===== src/rtl/alu_modexp_seq_if.sv =====
// Bus bundle for alu_modexp_seq: request/response signals plus the shared ALU port.
// The slave side is the sequencer; the master side is the requester that also hosts the ALU.
interface alu_modexp_seq_if #(
  parameter int N = 32
);
  logic         start_i;
  logic [N-1:0] base_i;
  logic [N-1:0] exp_i;
  logic [N-1:0] mod_i;
  logic         busy_o;
  logic         done_o;
  logic [N-1:0] result_o;
  logic         error_o;
  logic [2:0]   alu_opcode_o;
  logic [N-1:0] alu_a_o;
  logic [N-1:0] alu_b_o;
  logic [N-1:0] alu_result_i;

  modport slave (
    input  start_i, base_i, exp_i, mod_i, alu_result_i,
    output busy_o, done_o, result_o, error_o, alu_opcode_o, alu_a_o, alu_b_o
  );

  modport master (
    output start_i, base_i, exp_i, mod_i, alu_result_i,
    input  busy_o, done_o, result_o, error_o, alu_opcode_o, alu_a_o, alu_b_o
  );
endinterface


===== src/rtl/alu_modexp_seq.sv =====
// Constant-time modular exponentiation sequencer driving a shared ALU with one ADD/MOD per cycle.
// Square-and-multiply over every exponent bit; each modmul is shift-and-add with a reduction after every ADD.
module alu_modexp_seq #(
  parameter int N = 32
) (
  input logic              clk,
  input logic              rst,
  alu_modexp_seq_if.slave  bus
);
  localparam int IW = $clog2(N);
  localparam logic [2:0]    OP_ADD = 3'b000;
  localparam logic [2:0]    OP_MOD = 3'b101;
  localparam logic [IW-1:0] LAST   = IW'(N - 1);
  localparam logic [N-1:0]  ONE    = {{(N-1){1'b0}}, 1'b1};

  typedef enum logic [3:0] {
    IDLE, RED_B, RED_R, MM_DBL, MM_RD1, MM_ADD, MM_RD2, COMMIT, DONE
  } state_t;

  state_t        state, state_next;
  logic [2:0]    opcode_q, opcode_next;
  logic [N-1:0]  alu_a_q, alu_a_next;
  logic [N-1:0]  alu_b_q, alu_b_next;
  logic          busy_q, busy_next;
  logic          done_q, done_next;
  logic          error_q, error_next;
  logic [N-1:0]  result_q, result_next;
  logic [N-1:0]  exp_q, exp_next;
  logic [N-1:0]  n_q, n_next;
  logic [N-1:0]  b_val, b_val_next;
  logic [N-1:0]  r_val, r_val_next;
  logic [N-1:0]  acc_q, acc_next;
  logic [IW-1:0] i_q, i_next;
  logic [IW-1:0] j_q, j_next;
  logic          phase_q, phase_next;
  logic [N-1:0]  mul_x;

  // phase 0 multiplies r*b, phase 1 squares b; the multiplier operand is b in both
  assign mul_x = phase_q ? b_val : r_val;

  always_comb begin
    state_next  = state;
    opcode_next = OP_ADD;
    alu_a_next  = '0;
    alu_b_next  = '0;
    busy_next   = busy_q;
    done_next   = 1'b0;
    error_next  = error_q;
    result_next = result_q;
    exp_next    = exp_q;
    n_next      = n_q;
    b_val_next  = b_val;
    r_val_next  = r_val;
    acc_next    = acc_q;
    i_next      = i_q;
    j_next      = j_q;
    phase_next  = phase_q;

    case (state)
      IDLE: begin
        if (bus.start_i) begin
          if (bus.mod_i == '0 || bus.mod_i[N-1]) begin
            state_next  = DONE;
            done_next   = 1'b1;
            error_next  = 1'b1;
            result_next = '0;
          end else begin
            state_next  = RED_B;
            busy_next   = 1'b1;
            error_next  = 1'b0;
            exp_next    = bus.exp_i;
            n_next      = bus.mod_i;
            opcode_next = OP_MOD;
            alu_a_next  = bus.base_i;
            alu_b_next  = bus.mod_i;
          end
        end
      end
      RED_B: begin
        b_val_next  = bus.alu_result_i;
        state_next  = RED_R;
        opcode_next = OP_MOD;
        alu_a_next  = ONE;
        alu_b_next  = n_q;
      end
      RED_R: begin
        r_val_next = bus.alu_result_i;
        acc_next   = '0;
        i_next     = '0;
        j_next     = LAST;
        phase_next = 1'b0;
        state_next = MM_DBL;
      end
      MM_DBL: begin
        state_next  = MM_RD1;
        opcode_next = OP_MOD;
        alu_a_next  = bus.alu_result_i;
        alu_b_next  = n_q;
      end
      MM_RD1: begin
        acc_next    = bus.alu_result_i;
        state_next  = MM_ADD;
        alu_a_next  = bus.alu_result_i;
        alu_b_next  = b_val[j_q] ? mul_x : '0;
      end
      MM_ADD: begin
        state_next  = MM_RD2;
        opcode_next = OP_MOD;
        alu_a_next  = bus.alu_result_i;
        alu_b_next  = n_q;
      end
      MM_RD2: begin
        acc_next = bus.alu_result_i;
        if (j_q == '0) begin
          state_next = COMMIT;
        end else begin
          j_next     = j_q - 1'b1;
          state_next = MM_DBL;
          alu_a_next = bus.alu_result_i;
          alu_b_next = bus.alu_result_i;
        end
      end
      COMMIT: begin
        // the next modmul starts from acc=0, so ADD 0,0 is already its first doubling
        acc_next   = '0;
        j_next     = LAST;
        state_next = MM_DBL;
        if (!phase_q) begin
          if (exp_q[i_q]) r_val_next = acc_q;
          phase_next = 1'b1;
        end else begin
          b_val_next = acc_q;
          phase_next = 1'b0;
          if (i_q == LAST) begin
            state_next  = DONE;
            busy_next   = 1'b0;
            done_next   = 1'b1;
            error_next  = 1'b0;
            result_next = r_val;
          end else begin
            i_next = i_q + 1'b1;
          end
        end
      end
      DONE: begin
        state_next = IDLE;
        error_next = 1'b0;
      end
      default: state_next = IDLE;
    endcase
  end

  always_ff @(posedge clk) begin
    if (rst) begin
      state    <= IDLE;
      opcode_q <= OP_ADD;
      alu_a_q  <= '0;
      alu_b_q  <= '0;
      busy_q   <= 1'b0;
      done_q   <= 1'b0;
      error_q  <= 1'b0;
      result_q <= '0;
      exp_q    <= '0;
      n_q      <= '0;
      b_val    <= '0;
      r_val    <= '0;
      acc_q    <= '0;
      i_q      <= '0;
      j_q      <= '0;
      phase_q  <= 1'b0;
    end else begin
      state    <= state_next;
      opcode_q <= opcode_next;
      alu_a_q  <= alu_a_next;
      alu_b_q  <= alu_b_next;
      busy_q   <= busy_next;
      done_q   <= done_next;
      error_q  <= error_next;
      result_q <= result_next;
      exp_q    <= exp_next;
      n_q      <= n_next;
      b_val    <= b_val_next;
      r_val    <= r_val_next;
      acc_q    <= acc_next;
      i_q      <= i_next;
      j_q      <= j_next;
      phase_q  <= phase_next;
    end
  end

  assign bus.busy_o       = busy_q;
  assign bus.done_o       = done_q;
  assign bus.error_o      = error_q;
  assign bus.result_o     = result_q;
  assign bus.alu_opcode_o = opcode_q;
  assign bus.alu_a_o      = alu_a_q;
  assign bus.alu_b_o      = alu_b_q;
endmodule


===== src/flat_wrapper.sv =====
// flat-port wrapper written by rule: the top's interface ports become plain ports
module alu_modexp_seq_flat 
#(
  parameter int N = 32
)
  (clk, rst, bus_start_i, bus_base_i, bus_exp_i, bus_mod_i, bus_alu_result_i, bus_busy_o, bus_done_o, bus_result_o, bus_error_o, bus_alu_opcode_o, bus_alu_a_o, bus_alu_b_o);
  alu_modexp_seq_if #(.N(N)) bus_i ();
  input logic clk;
  input logic rst;
  input wire logic [$bits(bus_i.start_i)-1:0] bus_start_i;
  input wire logic [$bits(bus_i.base_i)-1:0] bus_base_i;
  input wire logic [$bits(bus_i.exp_i)-1:0] bus_exp_i;
  input wire logic [$bits(bus_i.mod_i)-1:0] bus_mod_i;
  input wire logic [$bits(bus_i.alu_result_i)-1:0] bus_alu_result_i;
  output wire logic [$bits(bus_i.busy_o)-1:0] bus_busy_o;
  output wire logic [$bits(bus_i.done_o)-1:0] bus_done_o;
  output wire logic [$bits(bus_i.result_o)-1:0] bus_result_o;
  output wire logic [$bits(bus_i.error_o)-1:0] bus_error_o;
  output wire logic [$bits(bus_i.alu_opcode_o)-1:0] bus_alu_opcode_o;
  output wire logic [$bits(bus_i.alu_a_o)-1:0] bus_alu_a_o;
  output wire logic [$bits(bus_i.alu_b_o)-1:0] bus_alu_b_o;
  assign bus_i.start_i = bus_start_i;
  assign bus_i.base_i = bus_base_i;
  assign bus_i.exp_i = bus_exp_i;
  assign bus_i.mod_i = bus_mod_i;
  assign bus_i.alu_result_i = bus_alu_result_i;
  assign bus_busy_o = bus_i.busy_o;
  assign bus_done_o = bus_i.done_o;
  assign bus_result_o = bus_i.result_o;
  assign bus_error_o = bus_i.error_o;
  assign bus_alu_opcode_o = bus_i.alu_opcode_o;
  assign bus_alu_a_o = bus_i.alu_a_o;
  assign bus_alu_b_o = bus_i.alu_b_o;
  alu_modexp_seq #(.N(N)) u_core (.clk(clk), .rst(rst), .bus(bus_i));
endmodule

===== config.mk =====
export PLATFORM = sky130hd
export DESIGN_NAME = alu_modexp_seq_flat
export DESIGN_NICKNAME = d
export VERILOG_FILES = /design/src/rtl/alu_modexp_seq_if.sv /design/src/rtl/alu_modexp_seq.sv /design/src/flat_wrapper.sv
export SDC_FILE = /design/constraint.sdc
export NUM_CORES = 1
export LEC_CHECK = 0
export ABC_CLOCK_PERIOD_IN_PS = 2600
export CAP_MARGIN = 20
export CORE_ASPECT_RATIO = 0.6
export CORE_MARGIN = 2
export CORE_UTILIZATION = 35
export DETAILED_ROUTE_END_ITERATION = 10
export DONT_BUFFER_PORTS = 1
export GPL_TIMING_DRIVEN = 1
export PLACE_DENSITY_LB_ADDON = 0.12
export SLEW_MARGIN = 10
export SYNTH_ARGS = -nofsm -noshare
export SYNTH_HDL_FRONTEND = slang
export SYNTH_SLANG_ARGS = --single-unit

===== constraint.sdc =====
create_clock -name clk -period 2.6 [get_ports clk]
set_clock_uncertainty 0.05 [all_clocks]
set_input_delay 0.26 -clock clk [delete_from_list [all_inputs] [get_ports clk]]
set_output_delay 0.26 -clock clk [all_outputs]
set_load 0.005 [all_outputs]

==> metrics.md <==
| Metric | Value |
|---|---|
| Hpwl dp | 27000 um |
| Placed cell areas | 0.0127 sq mm |
| Max IR drop VDD | 489 uV |
| Design Area, Final | 0.0158 sq mm |
| Leading cell types in the layout, fill and taps excluded | sky130_fd_sc_hd__dfxtp_1 (272), sky130_fd_sc_hd__nand2_1 (232), sky130_fd_sc_hd__dlygate4sd3_1 (202) |
| Placement-stage worst setup slack | 142 ps |
| Power after layout | 10.8 mW |
| Routed length on met1 | 21200 um |
| Standard-cell row count | 52 |
| Finished Core Util | 46.9% |
| Most common cell after layout, fill and taps aside | sky130_fd_sc_hd__dfxtp_1 |
| Highest metal used | met4 |
| Clock insertion delay at the later pin of the skew report | 560 ps |
| Async SR Flop Fraction | 0% |
| Power per cell area | 680 mW/mm^2 |
| Met2 WL | 18600 um |
| Top-area cell type share of the netlist area | 45.8% |
| Synthesized netlist net count | 1468 |
| Layout cells sized above 1 | 14.2% |
| Dominant cell type by area after synthesis | sky130_fd_sc_hd__dfxtp_1 |
| Mean number of vias per cell | 5.45 |
| Wire length of the first global-routing pass | 64900 um |
| Final worst-path setup slack | 85.6 ps |
| Prevailing post-synth register cell | sky130_fd_sc_hd__dfxtp_1 |
| Wire length on met3 | 3370 um |
| Category of the worst setup path capture point | flip-flop |
| Hold Path Class | in -> reg |
| Io pins | 233 |
| Total overflow reported by the global router | 0 |
| Global router's overall resource usage | 23.3% |
| Placed cell count | 1729 |
| Maximum number of pins on one net before global-route repair | 134 |
| Final estimated routing congestion in global placement | 0.795 |
| Die Area | 0.0359 sq mm |
| Top cells by area, synth | sky130_fd_sc_hd__dfxtp_1 (46%), sky130_fd_sc_hd__nand2_1 (7.2%), sky130_fd_sc_hd__a21oi_1 (7.0%) |
| Register clock-pin slew on the reported worst setup and hold paths | 60 ps |
| Share of synthesized area occupied by flip-flops and latches | 45.8% |
| Number of synthesized flops with an enable pin | 0 |
| Required time worst endpoint | 3050 ps |
| Outcome | finished clean |
| CTS tree | built |
| WL/cell | 21.9 um |
| Netlist area before placement | 0.0120 sq mm |
| Part of the cycle the worst path needs | 96.7% |
| Non-filler instance count after layout | 1993 |
| Core Area | 0.0338 sq mm |
| Largest fanout on the critical path | 50 |
| Maximum level of the CTS H-tree | 1 |
| Total setup violations reported at the end of the flow | 0 |
| Area growth from synthesis to final layout | 31.6% |
| Post-layout min period | 2510 ps |
| Data arrival, critical path | 2960 ps |
| PortBufs | 0 |
| Pre-antenna DRT Iters | 6 |
| Initial antenna violation count | 2 |
| NumNets Final | 1644 |
| Starting density of the core | 35.6% |
| Worst Tran Pin Value | 734 ps |
| LEAKAGE | 5.93 nW |
| Number of cells produced by synthesis | 1333 |
| Fmax achieved | 398 MHz |
| Largest buffer count on any clock path | 3 |
| Final antenna-violating net count | 0 |
| Synthesis-stage register bit count | 275 |
| DIE HEIGHT | 148 um |
| Post-synth cell types | 61 |
| Via count of the first global-routing pass | 10500 |
| Filler instances | 3250 |
| CP startpoint kind | flip-flop |
| Number of clock sinks seen by CTS | 275 |
| Post-Route WL | 43700 um |
| DRC violation total after the first TritonRoute iteration | 964 |
| Final Hold Viols | 0 |
| Total number of vias | 10900 |
| Worst slew margin | 50.9% |
| Max-capacitance violation count | 0 |
| Fin. max-slew vios | 0 |
| Die boundary width | 243 um |
| Kind of critical path | reg -> reg |
| Total CTS buffers | 28 |
| Clock root cell | sky130_fd_sc_hd__clkbuf_16 |
| Synthesized area per cell | 9.03 sq um |
| DRC Markers | 0 |
| Count of yosys warnings during synthesis | 0 |
-- power by group --
group	leakage, nW	internal (mW)	switching [mW]
logic	3.22	0.812	1.04
clock network	0.479	2.49	1.78
registers	2.23	4.45	0.197
total	5.93	7.76	3.02
-- registers in the layout, indices dropped and copies added, names as in the netlist, 4 cells and up --
name	cells
u_core.b_val	32
u_core.r_val	32
u_core.bus.alu_b_o	32
u_core.bus.result_o	32
u_core.state	4
u_core.acc_q	32
u_core.j_q	5
u_core.exp_q	32
u_core.i_q	5
u_core.bus.alu_a_o	32
u_core.n_q	32
-- stage by stage --
step / hold WS [ps] / setup TNS [ps]
2_1_floorplan: 346 / 0
3_3_place_gp: 295 / 0
3_5_place_dp: 294 / 0
4_1_cts: 1.04 / 0
5_1_grt: 21.4 / -102
6_report: 24.2 / 0
-- critical path, cell delays in order (launching register included) --
cell and delay [ps]:
sky130_fd_sc_hd__dfxtp_1 330, sky130_fd_sc_hd__or2_1 260, sky130_fd_sc_hd__or3_4 390, sky130_fd_sc_hd__a2111oi_4 460
sky130_fd_sc_hd__buf_4 180, sky130_fd_sc_hd__buf_4 110, sky130_fd_sc_hd__buf_12 210, sky130_fd_sc_hd__nand2_1 150
sky130_fd_sc_hd__a21oi_1 160, sky130_fd_sc_hd__buf_4 140
-- worst paths after layout --
path / startpoint / endpoint / slack (ps) / cells past startpoint
hold / removal: bus_base_i[0] / u_core.bus.alu_a_o[0] / 20 / 3
hold reg to reg: u_core.acc_q[6] / u_core.acc_q[6] / 400 / 2
setup reg to reg: u_core.state[1] / u_core.bus.alu_a_o[0] / 90 / 9
setup / recovery: u_core.state[1] / u_core.bus.alu_a_o[0] / 90 / 9
-- synthesized netlist by cell type, drive strengths merged, types with 3 or more instances --
| cell | count |
|---|---|
| dfxtp | 275 |
| or3b | 32 |
| mux2i | 71 |
| ha | 4 |
| mux2 | 36 |
| a22oi | 5 |
| o21ai | 41 |
| nand2b | 4 |
| nand4 | 35 |
| nand3 | 4 |
| nand2 | 232 |
| inv | 8 |
| nor2 | 82 |
| xor2 | 4 |
| o22ai | 32 |
| nor3 | 10 |
| a21oi | 170 |
| a222oi | 31 |
| or3 | 3 |
| buf | 45 |
| clkbuf | 82 |
| mux4 | 14 |
| nor2b | 33 |
| a31oi | 3 |
| nor4 | 9 |
| a211oi | 36 |
-- kinds of logic after synthesis --
| kind of cell | Yosys count | share of synthesized area (%) |
|---|---|---|
| buf+inv | 135 | 5.10 |
| compound gates | 332 | 17.2 |
| simple gates | 459 | 18.2 |
| mux | 121 | 13.0 |
| fa+ha+maj | 4 | 0.416 |
| other cells | 1 | 0.0312 |
| flops | 275 | 45.8 |
| xor+xnor | 6 | 0.437 |
-- per-layer routing --
metal | track usage (%) | up-vias
li1 | - | 5132
met1 | 34.3 | 5305
met2 | 34.8 | 390
met3 | 5.41 | 44
met4 | 4.33 | 0
met5 | 0 | -
-- cell type report --
type	count	area, sq um	area share, %
multi-input combinational	923	5990	37.8
sequential	275	5510	34.8
antenna	3	7.51	0.0474
tap	459	574	3.63
inverter	8	30.0	0.190
clock buffer	34	764	4.83
timing repair buffer	273	2750	17.4
clock inverter	18	203	1.28
-- repair_timing --
item                                   CTS  global route
endpoints found under the hold margin  273             0
gates resized for setup                  0             7
buffers inserted                         0             5
hold buffers                           203             0
setup endpoints to repair                0            36
No activity file was read; power rests on OpenSTA's default activity.
